File: config.mk
export PLATFORM = sky130hd
export DESIGN_NAME = axi_id_remap_rd_ctrl
export DESIGN_NICKNAME = d
export VERILOG_FILES = /design/src/rtl/axi_id_remap_rd_ctrl.sv
export SDC_FILE = /design/constraint.sdc
export NUM_CORES = 1
export LEC_CHECK = 0
export BUFFER_PORTS_ARGS = -buffer_cell sky130_fd_sc_hd__buf_2
export CORE_AREA = 2 2 129 131
export DETAILED_ROUTE_END_ITERATION = 10
export DIE_AREA = 0 0 131 133
export HOLD_SLACK_MARGIN = 0.06
export PLACE_DENSITY = 0.63
export SYNTH_ARGS = -nofsm -noshare
export SYNTH_HDL_FRONTEND = slang
export SYNTH_SLANG_ARGS = --single-unit
File: constraint.sdc
create_clock -name clk -period 2.07 [get_ports clk]
set_input_delay 0.1035 -clock clk [delete_from_list [all_inputs] [get_ports clk]]
set_output_delay 0.1035 -clock clk [all_outputs]
set_load 0.005 [all_outputs]
File: src/rtl/axi_id_remap_rd_ctrl.sv
// Read-path controller for the AXI ID remapper: narrows AR IDs through the
// external ID generator table and restores the wide ID on returning R beats.
module axi_id_remap_rd_ctrl #(
   parameter int ID_WIDTH_IN  = 8,
   parameter int ID_WIDTH_OUT = 6,
   parameter int AR_PLD_WIDTH = 61,
   parameter int R_PLD_WIDTH  = 67,
   parameter int MAX_OUTST    = 4
) (
   input  logic                    clk,
   input  logic                    rst_n,
   // slave AR
   input  logic                    s_ar_valid,
   output logic                    s_ar_ready,
   input  logic [ID_WIDTH_IN-1:0]  s_ar_id,
   input  logic [AR_PLD_WIDTH-1:0] s_ar_pld,
   // master AR
   output logic                    m_ar_valid,
   input  logic                    m_ar_ready,
   output logic [ID_WIDTH_OUT-1:0] m_ar_id,
   output logic [AR_PLD_WIDTH-1:0] m_ar_pld,
   // master R
   input  logic                    m_r_valid,
   output logic                    m_r_ready,
   input  logic [ID_WIDTH_OUT-1:0] m_r_id,
   input  logic                    m_r_last,
   input  logic [R_PLD_WIDTH-1:0]  m_r_pld,
   // slave R
   output logic                    s_r_valid,
   input  logic                    s_r_ready,
   output logic [ID_WIDTH_IN-1:0]  s_r_id,
   output logic                    s_r_last,
   output logic [R_PLD_WIDTH-1:0]  s_r_pld,
   // ID generator
   output logic                    gen_incr_o,
   output logic [ID_WIDTH_IN-1:0]  gen_id_o,
   input  logic [ID_WIDTH_OUT-1:0] gen_id_i,
   input  logic                    gen_full_i,
   output logic                    gen_rel_o,
   output logic [ID_WIDTH_OUT-1:0] gen_bid_o,
   input  logic [ID_WIDTH_IN-1:0]  gen_bid_i,
   input  logic                    gen_empty_i,
   // drain control and status
   input  logic                    drain_i,
   output logic                    drained_o,
   output logic                    err_o
);

   localparam int CNT_W = $clog2(MAX_OUTST) + 1;

   typedef enum logic [1:0] {
      ST_RUN,
      ST_DRAINING,
      ST_DRAINED
   } state_t;

   state_t           state, state_next;
   logic             run_en;
   logic [CNT_W-1:0] outst_cnt, outst_cnt_next;
   logic             accept;
   logic             release_beat;
   logic             release_bad;
   logic             release_ok;
   logic             m_ar_valid_next;
   logic             err_next;
   logic             idle_next;

   // run_en keeps s_ar_ready low while in reset and re-enables it on the first edge after
   assign s_ar_ready = run_en & (state == ST_RUN) & ~drain_i & ~gen_full_i
                       & (~m_ar_valid | m_ar_ready);
   assign accept     = s_ar_valid & s_ar_ready;
   assign gen_incr_o = accept;
   assign gen_id_o   = s_ar_id;

   assign s_r_valid = m_r_valid;
   assign m_r_ready = s_r_ready;
   assign s_r_last  = m_r_last;
   assign s_r_pld   = m_r_pld;
   assign gen_bid_o = m_r_id;
   assign s_r_id    = gen_bid_i;

   assign release_beat = m_r_valid & s_r_ready & m_r_last;
   assign gen_rel_o    = release_beat;
   assign release_bad  = release_beat & (outst_cnt == '0);
   assign release_ok   = release_beat & ~release_bad;

   // A release with nothing outstanding is an error and must not underflow the count
   always_comb begin
      outst_cnt_next = outst_cnt;
      if (accept && !release_ok) begin
         outst_cnt_next = outst_cnt + CNT_W'(1);
      end else if (!accept && release_ok) begin
         outst_cnt_next = outst_cnt - CNT_W'(1);
      end
   end

   assign m_ar_valid_next = accept | (m_ar_valid & ~m_ar_ready);
   assign idle_next       = ~m_ar_valid_next & (outst_cnt_next == '0) & gen_empty_i;
   assign err_next        = err_o | release_bad
                            | ((outst_cnt == '0) & ~gen_empty_i & ~release_beat);

   always_comb begin
      state_next = state;
      unique case (state)
         ST_RUN: begin
            if (drain_i) state_next = ST_DRAINING;
         end
         ST_DRAINING: begin
            if (!drain_i)       state_next = ST_RUN;
            else if (idle_next) state_next = ST_DRAINED;
         end
         ST_DRAINED: begin
            if (!drain_i) state_next = ST_RUN;
         end
         default: state_next = ST_RUN;
      endcase
   end

   always_ff @(posedge clk or negedge rst_n) begin
      if (!rst_n) begin
         state     <= ST_RUN;
         run_en    <= 1'b0;
         outst_cnt <= '0;
         drained_o <= 1'b0;
         err_o     <= 1'b0;
      end else begin
         state     <= state_next;
         run_en    <= 1'b1;
         outst_cnt <= outst_cnt_next;
         drained_o <= (state_next == ST_DRAINED);
         err_o     <= err_next;
      end
   end

   // Output register holds id/payload stable until the master accepts it
   always_ff @(posedge clk or negedge rst_n) begin
      if (!rst_n) begin
         m_ar_valid <= 1'b0;
         m_ar_id    <= '0;
         m_ar_pld   <= '0;
      end else begin
         m_ar_valid <= m_ar_valid_next;
         if (accept) begin
            m_ar_id  <= gen_id_i;
            m_ar_pld <= s_ar_pld;
         end
      end
   end

endmodule

Word-level counts from Yosys, hierarchy flattened
Index checks and enable logic that the tools add are counted.
Widths: inputs -> output; s select.
- $add $sub $neg: 2
- equal/unequal tests: 3
- muxes and demuxes: 7
- bitwise gates (word level): 26
- reductions and logical operators: 7
- operators by type and width (operator ; number):
    $and 1x1->1 ; 14
    $mux 2 ; 4
    $not 1->1 ; 8
    $logic_not 3->1 ; 2
    $mux 3 ; 2
    $pmux 2 s3 ; 1
    $eq 2x2->1 const B ; 2
    $or 1x1->1 ; 4
    $add 3x1->3 const B ; 1
    $sub 3x1->3 const B ; 1
    $eq 2x1->1 const B ; 1
    $logic_and 1x1->1 ; 2
    $logic_not 1->1 ; 2
    $logic_not 2->1 ; 1
- register bits after elaboration: 76
- bits of input ports: 166
- logic and storage cells: 53

Depth between registers and ports, before layout
Gate-level depths: netlist of run 1.
- depth after elaboration: 17
- gate-level depth with buffers: 7
- depth with buffers taken out: 7

Worst setup path before layout of run 1
No wires, ideal clock.
- path type: flip-flop to flip-flop
- start point: register outst_cnt[0]
- end point: register drained_o
- arrival time: 1.541 ns
- required time: 1.969 ns
- slack: 0.429 ns
- cell stages (with the launch flop): 8
- clock period less this slack: 1.641 ns
- cell sequence: dfrtp_1 -> inv_1 -> ha_1 -> nand2b_4 -> nand2_1 -> nor4_1 -> a221oi_2 -> o32ai_1
- word-level cells in the longest chain between the ends: 14
- ends and longest elaborated chain (what ; RTL line ; RTL):
    from (decl) ; 59 ; logic [CNT_W-1:0] outst_cnt, outst_cnt_next;
    from (signal assigned) ; 129 ; outst_cnt <= outst_cnt_next;
    $logic_not 3->1 ; 84 ; assign release_bad = release_beat & (outst_cnt == '0);
    $and 1x1->1 ; 84 ;
    $not 1->1 ; 85 ; assign release_ok = release_beat & ~release_bad;
    $and 1x1->1 ; 85 ;
    $logic_and 1x1->1 or $logic_not 1->1 (tied branches) ; 92, 90 ;
    $mux 3 or $logic_and 1x1->1 (tied branches) ; 92, 90 ;
    $mux 3 (*) ; 90 ; if (accept && !release_ok) begin
    $logic_not 3->1 (*) ; 98 ; assign idle_next = ~m_ar_valid_next & (outst_cnt_next == '0) & gen_empty_i;
    $and 1x1->1 (*) (2 in a row) ; 98 ;
    $mux 2 (*) ; 110 ; else if (idle_next) state_next = ST_DRAINED;
    $mux 2 (*) ; 109 ; if (!drain_i) state_next = ST_RUN;
    $pmux 2 s3 (*) ; 104 ; unique case (state)
    $eq 2x2->1 (*) ; 130 ; drained_o <= (state_next == ST_DRAINED);
    to (signal assigned) ; 130 ;
    to (decl) ; 45 ; output logic drained_o,
Mark *: on every way between the ends. The rest lies on a longest branch, timed or not.
A chain may end at the register's enable or synchronous reset.

Worst setup path in the final report of run 1
- start point: register outst_cnt[0]
- end point: register state[1]
- word-level cells in the longest chain between the ends: 13
- ends and longest elaborated chain (what ; RTL line ; RTL):
    $logic_not 3->1 ; 84 ;
    $and 1x1->1 ; 84 ;
    $not 1->1 ; 85 ;
    $and 1x1->1 ; 85 ;
    $logic_and 1x1->1 or $logic_not 1->1 (tied branches) ; 92, 90 ;
    $mux 3 or $logic_and 1x1->1 (tied branches) ; 92, 90 ;
    $mux 3 (*) ; 90 ;
    $logic_not 3->1 (*) ; 98 ;
    $and 1x1->1 (*) (2 in a row) ; 98 ;
    $mux 2 (*) ; 110 ;
    $mux 2 (*) ; 109 ;
    $pmux 2 s3 (*) ; 104 ;
    named net state_next[1] ; 57 ; state_t state, state_next;
    to (signal assigned) ; 127 ; state <= state_next;
    to (decl) ; 57 ;
Mark *: on every way through the listed nets, which the timed path passes. The rest lies on a longest branch.

==> results of run 1 <==
## worst max-delay path, cell delays in order, from the launching register on
cell and delay, ns:
dfrtp_1 0.41, inv_1 0.12, ha_1 0.24, nand2b_4 0.09
nand2_1 0.17, nor4_1 0.35, a221oi_2 0.08, o32ai_1 0.30
## flip-flops by register name (all words and copies together), names as in the netlist
register and count:
m_ar_pld 61, m_ar_id 6, outst_cnt 3, state 2, drained_o 1, err_o 1, m_ar_valid 1, run_en 1
## routing by layer
metal	share of wire, %	routed length, um	vias to the layer above	track usage, %
met5	0	0	-	0
met4	4.5	426	0	6.797
met3	8.8	826	43	5.338
met2	47	4401	131	18.25
met1	40	3715	1366	11.16
li1	-	-	1467	-
## kinds of logic after synthesis
family	synth area share (%)
xor+xnor	1.375
flops	50.97
simple gates	23.44
fa+ha+maj	1.274
buf+inv	20.56
compound gates	2.281
other cells	0.1005
## power by group through the flow
stage	combinational [mW]	sequential, mW	clock, mW
final	1.44	2.27	1.56
after floorplan	0.725	2.32	0
after CTS	1.45	2.27	1.65
after global placement	1.32	2.28	0
after detailed placement	1.36	2.27	0
after global routing	1.64	2.34	1.70
## cell usage after synthesis, types with 2 or more instances
cell type	instances	share of area [%]
clkbuf_1	6	0.60
dfrtp_1	76	51
xor2_1	3	0.70
nand2_1	205	21
buf_4	94	19
o32ai_1	2	0.47
nor2_1	6	0.60
nand2b_1	2	0.34
buf_1	2	0.20
inv_1	2	0.20
ha_1	3	1.0
buf_2	4	0.54
## final timing paths
path	from	endpoint	slack (ns)	depth (start not counted)
worst max-delay path	outst_cnt[0]$_DFF_PN0_	state[1]$_DFF_PN0_	0.20	7
worst min-delay path	drain_i	drained_o$_DFF_PN0_	0.09	3
worst max register to register	outst_cnt[0]$_DFF_PN0_	state[1]$_DFF_PN0_	0.20	7
worst min register to register	m_ar_pld[28]$_DFFE_PN0P_	m_ar_pld[28]$_DFFE_PN0P_	0.47	2
max in group asynchronous	rst_n	m_ar_pld[18]$_DFFE_PN0P_	1.19	3
min in group asynchronous	rst_n	m_ar_pld[6]$_DFFE_PN0P_	0.27	2
## repair_timing
item / 4_1_cts / 5_1_grt
endpoints found under the hold margin: 104 / 0
hold buffers: 69 / 0
buffers inserted: 0 / 0
## final cells by class
class | count | area share [%]
Sequential cell | 76 | 37.56
Inverter | 3 | 0.2224
Timing Repair Buffer | 225 | 29.80
Clock inverter | 4 | 0.9637
Tap cell | 220 | 5.436
Multi-Input combinational cell | 240 | 21.15
Clock buffer | 12 | 4.868
==> run metrics, run 1 <==
vias in the first global route=3068; syn_area_per_cell=8.779 um^2; Critical Path Sink Type=flop; Layout Utilization=31.31%; Worst-path clk slew=0.06 ns; placed insts=695; VDD IR max=354.0 uV; Initial Util=23.07%; run status=complete, no violations; CTS max path bufs=2; crit path launch type=flop; I/O Buffers=152; # IOs=331; RSZ-0062 raised after global routing=no; Final Hold Viols=0; Post-DP HPWL=5.963 mm; P_int=3.692 mW; clk root buf=clkbuf_16; ys flop type=dfrtp_1; maxcap violations=0; final setup violation count=0; setup_tns=0 ns; CP Class=flop to flop; CTS sink count=76; PostCTS Resize Cnt=0; dpl cell area=4078 um^2; Psw=1.578 mW; Final Cycle Share=90.23%; Ant. Diodes=0; sw frac=29.94%; sequential share of power=43.1%; Netlist Area Pre-Place=3731 um^2; Lkg Pwr=2.781 nW; Slew @ Worst Pin=0.7265 ns; CTS tree=done; YS warnings=0; DR DRC count=0; remaining global-route overflow=0; via count=3007; Slew headroom=51.57%; DR iter-0 viols=64; Reg area=1902 um^2; layout cells sized above 1=32.14%; Pre-antenna DRT Iters=4; first-pass GRT wire length=14.71 mm; area of the die=17420 um^2; Layout Cells excl Fill=780; Async SR Flop Fraction=100.0%; max-slew violation count=0; HP Class=input pin to flop; Req. time, crit path=2.30 ns; number of fill cells=1644; hold_ws=0.08976 ns; fin nets=724; Distinct cells, synth=32; routed vias/inst=3.855; sequential-to-total area share from yosys stat=50.97%; Core Area=16170 um^2; GR Util All Layers=11.08%; DIE HEIGHT=133 um; pwr/cell area=1041 nW/um^2; Final ANT Viol Nets=0; synthesis-to-layout area growth=35.71%; worst-path maximum fanout=6; row count=47; CP arrival=2.09 ns; Cells after Synth=425; clock share of power=29.6%; routability congestion estimate from global placement=0.6962; min cycle time layout=1.868 ns; cts bufs inserted=9; Yosys reg bits=76; Overall Power=5.270 mW; Setup WS post-layout=0.2022 ns; area of the multi-input gates=1071 um^2; fmax=0.5354 GHz; post-route cell area=5064 um^2; Synth Net Count=594; final wirelength=9.369 mm; htree depth=3; commonest non-fill, non-tap cell in the layout=nand2_1; routed len/inst=12.01 um; Post-synth EDFFs=0; Gate power share=27.3%; maximum number of pins on one net before global-route repair=68; worst-case clock skew=0.005641 ns; Placement Setup Slack=0.1839 ns; initial antenna violation count=0; clk_lat worst skew=0.33 ns; most frequent cells in the layout=205 x nand2_1, 151 x buf_2, 76 x dfrtp_1, 69 x dlygate4sd3_1, 9 x clkbuf_16; chip width=131 um
Note: power is estimated with default switching activity, not from simulation.
==> run 2: changes to the inputs <==
- RECOVER_POWER: unset -> 100
==> run 2 against run 1 <==
Net effect:
- sequential power about the same
- non-clock buffer count did not move
- first-iteration DRC count up 14%
- wire length is 0.26% higher
- worst hold slack got worse by 0.0014 ns
- setup slack lost 0.058 ns
- utilization down 0.48 points
- clock power hardly changed
- critical endpoint is now gen_incr_o
- design area fell by 1.5%
- largest power group unchanged
- register-to-register slack improved by 0.03 ns
- total power decreased by 1.3%
==> run metrics, run 2 (same netlist as run 1, synthesis figures left out) <==
maxcap violations=0; PostCTS Resize Cnt=0; routability congestion estimate from global placement=0.6962; layout cells sized above 1=24.29%; most frequent cells in the layout=205 x nand2_1, 110 x buf_2, 76 x dfrtp_1, 69 x dlygate4sd3_1, 43 x clkbuf_1; Reg-to-Reg Start=outst_cnt[0]$_DFF_PN0_; VDD IR max=351.8 uV; worst-path maximum fanout=44; GR Util All Layers=11.08%; CTS sink count=76; run status=complete, no violations; slowest stage cell, crit path=dfrtp_1; area of the die=17420 um^2; setup slack, reg-to-reg=0.23 ns; hold_ws=0.08839 ns; vias in the first global route=3068; remaining global-route overflow=0; first-pass GRT wire length=14.71 mm; Psw=1.587 mW; CTS max path bufs=2; Biggest register=m_ar_pld; DR iter-0 viols=73; Gate power share=26.2%; row count=47; crit path launch type=flop; routed vias/inst=3.858; setup_tns=0 ns; maximum number of pins on one net before global-route repair=68; Post-DP HPWL=5.963 mm; CTS Hold Bufs=69; CP Class=flop to output port; Reg area=1902 um^2; worst-case clock skew=0.006375 ns; DIE HEIGHT=133 um; Slew @ Worst Pin=0.9169 ns; Final Hold Viols=0; # IOs=331; Reg-to-Reg End=state[1]$_DFF_PN0_; clk_lat worst skew=0.33 ns; synthesis-to-layout area growth=33.64%; P_int=3.616 mW; commonest non-fill, non-tap cell in the layout=nand2_1; Final Cycle Share=93.01%; area of the multi-input gates=1062 um^2; DR DRC count=0; CP arrival=1.82 ns; Core Area=16170 um^2; cts bufs inserted=9; Crit path buffers/inverters=3; WHS Endpoint=drained_o$_DFF_PN0_; Final ANT Viol Nets=0; Critical Path Sink Type=output port; CTS tree=done; final wirelength=9.393 mm; Pre-antenna DRT Iters=4; max incr delay on CP=0.42 ns; Ant. Diodes=0; Worst-path clk slew=0.06 ns; sw frac=30.50%; max reg flops=61; hold path depth=3; HP Class=input pin to flop; Worst Reg2Reg Path Length in Cells=7; Layout Utilization=30.83%; via count=3009; hold path startpoint=drain_i; I/O Buffers=152; max-slew violation count=0; routed len/inst=12.04 um; min cycle time layout=1.925 ns; htree depth=3; number of fill cells=1672; Largest regs=m_ar_pld x61, m_ar_id x6, outst_cnt x3; Slew headroom=38.87%; chip width=131 um; Lkg Pwr=2.633 nW; cell family with the largest share of critical-path delay=buffers and inverters; RSZ-0062 raised after global routing=no; setup bufs post-CTS=0; final setup violation count=0; clock share of power=30.0%; pwr/cell area=1044 nW/um^2; Req. time, crit path=1.97 ns; initial antenna violation count=0; crit-path cells=nor3b_2, nand4_4, inv_1, buf_12, buf_2; clk root buf=clkbuf_16; Initial Util=23.07%; fmax=0.5194 GHz; fin nets=724; sequential share of power=43.8%
## run 2: cell types whose count changed in the layout (fill, tap and decap cells not counted), moves of 2 or more
cell and delta:
buf_2 -41, clkbuf_4 +2, clkbuf_2 +2, buf_4 -3, clkbuf_1 +41
## run 2: per-stage QoR
| step | area, um^2 | total power [mW] | setup WS, ns | std cells |
|---|---|---|---|---|
| 5_1_grt | 4986 | 5.616 | 0.01513 | 780 |
| 3_3_place_gp | 4078 | 3.599 | 0.3025 | 695 |
| 3_5_place_dp | 4078 | 3.631 | 0.1839 | 695 |
| 4_1_cts | 5064 | 5.364 | 0.1612 | 780 |
| 6_report | 4986 | 5.204 | 0.1447 | 780 |
| 2_1_floorplan | 3731 | 3.047 | 0.4286 | 425 |
## run 2: cell type report
class                      count  area share [%]
tap                          220           5.521
clock inverter                 4          0.9787
inverter                       3          0.2258
multi-input combinational    240           21.30
timing repair buffer         225           28.88
sequential                    76           38.14
clock buffer                  12           4.944
## run 2: worst max-delay path by stage
stage,from,end,slack [ns],cells after the start
after global routing,state[0]$_DFF_PN0_,gen_incr_o,0.02,5
final,state[0]$_DFF_PN0_,gen_incr_o,0.14,5
after detailed placement,outst_cnt[0]$_DFF_PN0_,state[1]$_DFF_PN0_,0.18,7
after global placement,outst_cnt[0]$_DFF_PN0_,state[1]$_DFF_PN0_,0.30,7
after CTS,state[0]$_DFF_PN0_,gen_incr_o,0.16,5
after floorplan,outst_cnt[0]$_DFF_PN0_,drained_o$_DFF_PN0_,0.43,7
## run 2: power by group through the flow
stage / sequential (mW) / clock [mW] / combinational (mW)
floorplan: 2.32 / 0 / 0.725
global placement: 2.28 / 0 / 1.32
detailed placement: 2.27 / 0 / 1.36
CTS: 2.27 / 1.65 / 1.45
global route: 2.35 / 1.70 / 1.56
finish: 2.28 / 1.56 / 1.36
## run 2: layer usage
metal	share of wire [%]	GRT usage, %
met3	9.0	5.338
met5	0	0
met1	39	11.16
met4	4.4	6.797
met2	47	18.25
## run 2: worst register-to-register path: stages, from the launching register on
cell and delay (ns):
dfrtp_1 0.41, inv_1 0.11, ha_1 0.24, nand2b_4 0.09
nand2_1 0.15, nor4_1 0.34, a221oi_2 0.08, o32ai_1 0.31
